File: config.mk
export PLATFORM = sky130hd
export DESIGN_NAME = dcc_packet_scheduler
export DESIGN_NICKNAME = d
export VERILOG_FILES = /design/src/rtl/dcc_packet_scheduler.sv
export SDC_FILE = /design/constraint.sdc
export NUM_CORES = 1
export LEC_CHECK = 0
export CORE_MARGIN = 2
export CORE_UTILIZATION = 30
export CTS_BUF_LIST = sky130_fd_sc_hd__clkbuf_2
export CTS_CLUSTER_SIZE = 8
export DETAILED_ROUTE_END_ITERATION = 8
export GPL_ROUTABILITY_DRIVEN = 0
export PLACE_DENSITY = 0.52
export SYNTH_ARGS = -nofsm -noshare
export SYNTH_HDL_FRONTEND = slang
export SYNTH_SLANG_ARGS = --single-unit
File: constraint.sdc
create_clock -name clk -period 3 [get_ports clk]
set_clock_uncertainty 0.15 [all_clocks]
set_input_delay 0.45 -clock clk [delete_from_list [all_inputs] [get_ports clk]]
set_output_delay 0.45 -clock clk [all_outputs]
set_load 0.02 [all_outputs]
File: src/rtl/dcc_packet_scheduler.sv
// dcc_packet_scheduler
// Serialises DCC packets (preamble, start/data bytes, checksum, end bit) for a
// bit encoder that handshakes with a level bit_ack. Two requesters share the
// line through round-robin arbitration that happens only at packet boundaries.
// When nobody is granted, an idle packet (FF, 00, checksum FF) is sent.
module dcc_packet_scheduler #(
   parameter int PREAMBLE_BITS = 14
) (
   input  logic        clk,
   input  logic        reset,
   input  logic        bit_ack,
   input  logic        req0,
   input  logic        req1,
   input  logic [1:0]  len0,
   input  logic [1:0]  len1,
   input  logic [23:0] data0,
   input  logic [23:0] data1,
   output logic        next_bit,
   output logic        grant0,
   output logic        grant1,
   output logic        done0,
   output logic        done1,
   output logic        busy
);

   localparam logic [4:0]  PRE_LAST  = 5'(PREAMBLE_BITS - 1);
   localparam logic [1:0]  IDLE_LEN  = 2'd2;
   localparam logic [23:0] IDLE_DATA = 24'hFF_00_00;

   typedef enum logic [1:0] {
      S_PRE,
      S_START,
      S_DATA,
      S_END
   } state_t;

   state_t      state, state_nx;
   logic [4:0]  pre_cnt, pre_cnt_nx;
   logic [2:0]  bit_cnt, bit_cnt_nx, bit_inc;
   logic [1:0]  byte_cnt, byte_cnt_nx;
   logic        next_bit_nx;

   logic        ack_q;
   logic        adv;
   logic        arb_pend;
   logic        arb;
   logic        any_req;
   logic        sel;
   logic        pri;
   logic        owner;
   logic        active;
   logic [1:0]  pkt_len;
   logic [23:0] pkt_data;
   logic [7:0]  data_byte;
   logic [7:0]  csum;
   logic [7:0]  cur_byte;
   logic        end_adv;

   // Rising edge of bit_ack: the encoder has taken the bit on next_bit.
   always_ff @(posedge clk) begin
      ack_q <= bit_ack;
   end

   assign adv     = bit_ack & ~ack_q;
   assign end_adv = adv && (state == S_END);

   // Arbitration happens on the first cycle out of reset and on every END advance.
   assign arb     = !reset && (arb_pend || end_adv);
   assign any_req = req0 | req1;
   assign sel     = (req0 && req1) ? pri : req1;

   assign grant0  = arb && any_req && !sel;
   assign grant1  = arb && any_req &&  sel;
   assign done0   = !reset && end_adv && active && !owner;
   assign done1   = !reset && end_adv && active &&  owner;
   assign busy    = active;

   // Byte currently being serialised: a latched data byte or the checksum,
   // which follows the last data byte (byte index equal to the length).
   always_comb begin
      data_byte = 8'h00;
      case (byte_cnt)
         2'd0:    data_byte = pkt_data[23:16];
         2'd1:    data_byte = pkt_data[15:8];
         2'd2:    data_byte = pkt_data[7:0];
         default: data_byte = 8'h00;
      endcase
      csum = pkt_data[23:16]
           ^ ((pkt_len >= 2'd2) ? pkt_data[15:8] : 8'h00)
           ^ ((pkt_len == 2'd3) ? pkt_data[7:0]  : 8'h00);
      cur_byte = (byte_cnt == pkt_len) ? csum : data_byte;
   end

   assign bit_inc = bit_cnt + 3'd1;

   // Next-state: one packet bit per advance; next_bit holds the bit the
   // encoder will take on its next ack.
   always_comb begin
      state_nx    = state;
      pre_cnt_nx  = pre_cnt;
      bit_cnt_nx  = bit_cnt;
      byte_cnt_nx = byte_cnt;
      next_bit_nx = next_bit;
      if (adv) begin
         case (state)
            S_PRE: begin
               if (pre_cnt == PRE_LAST) begin
                  state_nx    = S_START;
                  pre_cnt_nx  = 5'd0;
                  next_bit_nx = 1'b0;
               end else begin
                  pre_cnt_nx  = pre_cnt + 5'd1;
                  next_bit_nx = 1'b1;
               end
            end
            S_START: begin
               state_nx    = S_DATA;
               bit_cnt_nx  = 3'd0;
               next_bit_nx = cur_byte[7];
            end
            S_DATA: begin
               if (bit_cnt == 3'd7) begin
                  bit_cnt_nx  = 3'd0;
                  byte_cnt_nx = byte_cnt + 2'd1;
                  if (byte_cnt == pkt_len) begin
                     state_nx    = S_END;
                     next_bit_nx = 1'b1;
                  end else begin
                     state_nx    = S_START;
                     next_bit_nx = 1'b0;
                  end
               end else begin
                  bit_cnt_nx  = bit_inc;
                  // MSB first: bit index 7-n is the bitwise complement of n.
                  next_bit_nx = cur_byte[~bit_inc];
               end
            end
            S_END: begin
               state_nx    = S_PRE;
               pre_cnt_nx  = 5'd0;
               byte_cnt_nx = 2'd0;
               next_bit_nx = 1'b1;
            end
            default: begin
               state_nx    = S_PRE;
               pre_cnt_nx  = 5'd0;
               byte_cnt_nx = 2'd0;
               next_bit_nx = 1'b1;
            end
         endcase
      end
   end

   // Serialiser state register; reset aborts any packet and restarts the preamble.
   always_ff @(posedge clk) begin
      if (reset) begin
         state    <= S_PRE;
         pre_cnt  <= 5'd0;
         bit_cnt  <= 3'd0;
         byte_cnt <= 2'd0;
         next_bit <= 1'b1;
      end else begin
         state    <= state_nx;
         pre_cnt  <= pre_cnt_nx;
         bit_cnt  <= bit_cnt_nx;
         byte_cnt <= byte_cnt_nx;
         next_bit <= next_bit_nx;
      end
   end

   // Arbitration: latch the winner's packet (or the idle packet) for the
   // whole next packet and rotate priority away from the winner.
   always_ff @(posedge clk) begin
      if (reset) begin
         arb_pend <= 1'b1;
         pri      <= 1'b0;
         owner    <= 1'b0;
         active   <= 1'b0;
         pkt_len  <= IDLE_LEN;
         pkt_data <= IDLE_DATA;
      end else begin
         arb_pend <= 1'b0;
         if (arb) begin
            if (any_req) begin
               owner  <= sel;
               active <= 1'b1;
               pri    <= ~sel;
               if ((sel ? len1 : len0) == 2'd0) begin
                  pkt_len  <= IDLE_LEN;
                  pkt_data <= IDLE_DATA;
               end else begin
                  pkt_len  <= sel ? len1  : len0;
                  pkt_data <= sel ? data1 : data0;
               end
            end else begin
               active   <= 1'b0;
               pkt_len  <= IDLE_LEN;
               pkt_data <= IDLE_DATA;
            end
         end
      end
   end

endmodule

; After elaboration in Yosys (flattened, before gate mapping)
; Index checks and enable logic that the tools add are counted.
[classes]
reduce_logical = 25
n_addsub = 3
muxes = 29
order_cmp = 2
n_bitwise = 7
eq_ne = 11
[op_table]
columns = cell, n
row1 = 24-bit 2-to-1 mux, 3
row2 = 8-bit 2-to-1 mux, 3
row3 = 8-bit one-hot mux with 3 select lines, 1
row4 = 8-bit XOR, 2
row5 = 2-bit 2-to-1 mux, 7
row6 = 1-bit logical AND, 10
row7 = 5-bit one-hot mux with 2 select lines, 1
row8 = 2-bit equality test (second input constant), 4
row9 = 2-bit one-hot mux with 4 select lines, 1
row10 = 1-bit 2-to-1 mux, 7
row11 = 2-bit zero test, 3
row12 = 3-bit one-hot mux with 2 select lines, 1
row13 = 2-bit AND reduction, 3
row14 = 3-bit AND reduction, 2
row15 = 2-bit nonzero test, 3
row16 = 5-bit by 1-bit adder with 5-bit output (second input constant), 1
row17 = 5-bit by 4-bit equality test with 1-bit output (second input constant), 1
row18 = 5-bit 2-to-1 mux, 1
row19 = 2-bit by 1-bit equality test with 1-bit output (second input constant), 2
row20 = 3-bit by 4-bit < comparator with 1-bit output (second input constant), 1
row21 = 2-bit inequality test (second input constant), 2
row22 = 1-bit one-hot mux with 4 select lines, 1
row23 = 2-bit one-hot mux with 2 select lines, 1
row24 = 3-bit by 1-bit adder with 3-bit output (second input constant), 1
row25 = other kinds (12), 15
[word_totals]
output_inout_bits = 6
register_bits = 44

; Logic depth before layout (Yosys ltp)
[logic_depth]
depth_word = 9
mapped_depth = 11

; Worst setup path before layout
; OpenSTA, ideal clock, no wires.
[synth_path]
path_kind = reg-to-reg
from = register byte_cnt[0]
to = register next_bit
arrival_ns = 1.991
setup_ns = 0.117
setup_slack_ns = 0.742
path_stages_with_launch = 11
path_buffers = 2
period_less_slack_ns = 2.258
path_cell_list = dfxtp_1 -> clkbuf_1 -> inv_1 -> ha_1 -> clkbuf_1 -> a22oi_1 -> or3_1 -> a31oi_1 -> nor4_1 -> o32ai_1 -> a22o_1
[synth_via]
elab_chain_len = 7
elab_cells_between_ends = 11
classes_between = eq/ne: 3 / mux: 7 / reduce/logical: 1
[synth_rtl]
columns = element, line
row1 = from (decl), 40  ; logic [1:0] byte_cnt, byte_cnt_nx;
row2 = from (signal assigned), 166  ; byte_cnt <= byte_cnt_nx;
row3 = 2-bit equality test (tied with other cells), 82  ; case (byte_cnt)
row4 = 8-bit one-hot mux with 3 select lines, 82
row5 = 8-bit 2-to-1 mux, 91  ; cur_byte = (byte_cnt == pkt_len) ? csum : data_byte;
row6 = 1-bit binary-select mux with 3-bit select, 135  ; next_bit_nx = cur_byte[~bit_inc];
row7 = 1-bit 2-to-1 mux (not written as such), 135
row8 = 1-bit 2-to-1 mux, 122  ; if (bit_cnt == 3'd7) begin
row9 = 1-bit one-hot mux with 4 select lines *, 105  ; case (state)
row10 = to (signal assigned), 167  ; next_bit <= next_bit_nx;
row11 = to (decl), 18  ; output logic next_bit,
; Mark *: on every way between the ends. The rest lies on a longest branch, timed or not. The select of a mux whose other input is x is not followed.
; A chain may end at the register's enable or synchronous reset.

; Worst setup path after layout
[layout_path]
from = input port bit_ack
to = output port grant0
[layout_via]
elab_chain_len = 6
[layout_rtl]
columns = element, line
row1 = from (decl), 11  ; input logic bit_ack,
row2 = 1-bit AND, 64  ; assign adv = bit_ack & ~ack_q;
row3 = 1-bit logical AND, 65  ; assign end_adv = adv && (state == S_END);
row4 = 1-bit logical OR, 68  ; assign arb = !reset && (arb_pend || end_adv);
row5 = 1-bit logical AND, 68
row6 = 1-bit logical AND (2 in series), 72  ; assign grant0 = arb && any_req && !sel;
row7 = to (decl), 19  ; output logic grant0,
; Every way passes these cells.

==> results.json <==
{
  "status": "finished, final reports clean",
  "arrival_ns": 2.21,
  "cts-resized-gates": 0,
  "fmax_mhz": 355,
  "cp-end-kind": "output port",
  "place_hpwl_mm": 5.53,
  "dp_cells": 509,
  "drv_cap": 0,
  "crit_path_max_fanout": 5,
  "area_growth_pct": 29.2,
  "row_count": 34,
  "ioPinCount": 63,
  "synth_cell_types": 53,
  "final-hold-violation-count": 0,
  "p_total_w": 0.00108,
  "tns_ns": 0,
  "power_density_mw_per_mm2": 306,
  "die_h_um": 99.6,
  "die_x_um": 99.6,
  "syn_avg_cell_area_sq_um": 7.88,
  "worst_slew_pin_slew_ns": 0.543,
  "hold_class": "register to register",
  "path_clk_slew_ns": 0.21,
  "nets": 477,
  "syn_inst": 348,
  "initial_core_util": 0.312,
  "cts_tree": "built",
  "final_layout_size_suffix_gt1_frac": 0.0856,
  "crit_required_ns": 2.40,
  "drt_first_pass_iters": 4,
  "crit_type": "primary input to output port",
  "yosysWarnings": 0,
  "synth_ff_type": "dfxtp_1",
  "grt_pass1_wl_mm": 11.7,
  "p_leak_nw": 1.40,
  "relSlewSlack": 0.629,
  "syn_area_sq_mm": 0.00274,
  "max-clock-path-buffers": 2,
  "drt_iter0_markers": 99,
  "grt_pass1_vias": 2406,
  "fin_crit_sh": 0.938,
  "diodes": 0,
  "cts_hold_buffers": 0,
  "clk_latency_ns": 0.41,
  "clock_sinks": 44,
  "drv_slew": 0,
  "drt-total-wl_mm": 7.03,
  "fin_cells": 517,
  "dpl_cell_area_sq_mm": 0.00350,
  "antenna_found_initial": 0,
  "whs_ns": 0.324,
  "yosysSeqAreaShare": 0.321,
  "grt_usage": 0.144,
  "grt_max_degree": 23,
  "viasPerCell": 4.97,
  "setup_viol": 0,
  "cts_buffers": 5,
  "stdcell_area_sq_mm": 0.00354,
  "synth_nets": 417,
  "drt_drc_violations_left": 0,
  "vias": 2567,
  "rsz0062_at_grt": "false",
  "port_buffers": 62,
  "wl_per_cell_um": 13.6,
  "cts-root-buf": "clkbuf_2",
  "post-cts-setup-buffers": 0,
  "peakVddDrop_v": 0.000119,
  "design.core.area_sq_mm": 0.00881,
  "ant_nets": 0,
  "htree_levels": 2,
  "period_needed_ns": 2.81,
  "synth_edf_count": 0,
  "start_kind": "primary input",
  "overflow": 0,
  "async_reset_ff_frac": 0,
  "die-area_sq_mm": 0.00993,
  "synth_seq_cells": 44
}
[registers in the layout, summed over array words and instances (netlist names), 2 cells and up]
name / count
pkt_data: 24
state: 2
pre_cnt: 5
pkt_len: 2
byte_cnt: 2
bit_cnt: 3
[layout by cell type (no fill, tap or decap), types with 4 or more instances in the layout]
master / netlist / routed
a22oi_1: 8 / 8
nand3_1: 9 / 9
nor2_1: 57 / 57
dfxtp_1: 44 / 44
clkdlybuf4s50_1: 0 / 61
mux2i_1: 21 / 21
nand4_1: 5 / 5
xor2_1: 6 / 6
o211ai_1: 4 / 4
buf_4: 0 / 12
inv_1: 11 / 11
ha_1: 12 / 12
nor2b_1: 4 / 4
nand2_1: 37 / 37
o22ai_1: 10 / 10
a21oi_1: 34 / 34
mux2_2: 8 / 8
nor3_1: 9 / 9
nand2b_1: 5 / 5
clkbuf_2: 1 / 6
[per-stage QoR]
stage | util | worst slack (ns)
after CTS | 0.402 | 0.0659
after detailed placement | 0.398 | 0.0563
final | 0.403 | 0.186
after floorplan | - | 0.742
after global routing | 0.403 | 0.0380
after global placement | 0.398 | 0.125
[cell usage after synthesis, types with 2 or more instances]
cell type  number  area share
a22oi_1         8       0.022
nor3_1          9       0.016
clkbuf_1        9       0.012
nor2_1         57       0.078
dfxtp_1        44        0.32
xnor2_1         3      0.0096
o21bai_1        2      0.0055
nand4_1         5       0.011
a21o_1          3      0.0082
o22ai_1        10       0.023
o211ai_1        4       0.011
nand4b_1        2      0.0064
ha_1           12       0.055
nand2b_1        5       0.011
mux2i_1        21       0.077
a31oi_1         2      0.0046
nor2b_1         4      0.0091
xor2_1          6       0.019
a21oi_1        34       0.062
o21ai_0         4      0.0073
nand3_1         9       0.016
inv_1          11       0.015
mux2_2          8       0.033
nor4_1          2      0.0046
nand2_1        37       0.051
buf_2          10       0.018
[power breakdown]
part	leakage, nW	total (W)	internal [W]	switching, W
clock network	0.0266	0.000253	0.0000582	0.000194
registers	0.358	0.000621	0.000603	0.0000174
logic	1.01	0.000211	0.000125	0.0000864
[layer usage]
metal / wire length, um / global-route usage / up-vias / part of all wire
li1: - / - / 1354 / -
met1: 3530 / 0.199 / 1155 / 0.50
met2: 3170 / 0.234 / 54 / 0.45
met3: 277 / 0.0288 / 4 / 0.039
met4: 50 / 0.0263 / 0 / 0.0071
met5: 0 / 0 / - / 0
[worst max-delay path, stage by stage]
cell and delay (ns):
clkdlybuf4s50_1 0.49, nor2b_1 0.18, a21o_1 0.17, o211ai_1 0.17, nor2b_1 0.15, clkdlybuf4s50_1 0.61
[cells by family (layout without fill, tap and decap cells)]
| kind of cell | count (synthesis) | after routing | synth area share |
|---|---|---|---|
| compound gates | 85 | 85 | 0.207 |
| xor+xnor | 10 | 10 | 0.0347 |
| fa+ha+maj | 12 | 12 | 0.0547 |
| buf+inv | 32 | 93 | 0.0515 |
| flops | 44 | 44 | 0.321 |
| mux | 29 | 29 | 0.109 |
| simple gates | 136 | 136 | 0.221 |
[area by class of cell]
class,count,area [sq um]
repair buffers,74,713
clock buffers,6,30.0
inverters,11,41.3
well taps,108,135
multi-input cells,272,1730
flip-flops and latches,44,881
clock inverters,2,11.3
fillers,923,5260
[path summary, 6_finish.rpt]
kind               start         end  slack (ns)  cells past startpoint
max reg2reg  byte_cnt[0]    next_bit        0.38                      6
min           bit_cnt[2]  bit_cnt[2]        0.32                      2
min reg2reg   bit_cnt[2]  bit_cnt[2]        0.32                      2
max              bit_ack      grant0        0.19                      6
Note: power is estimated with default switching activity, not from simulation.
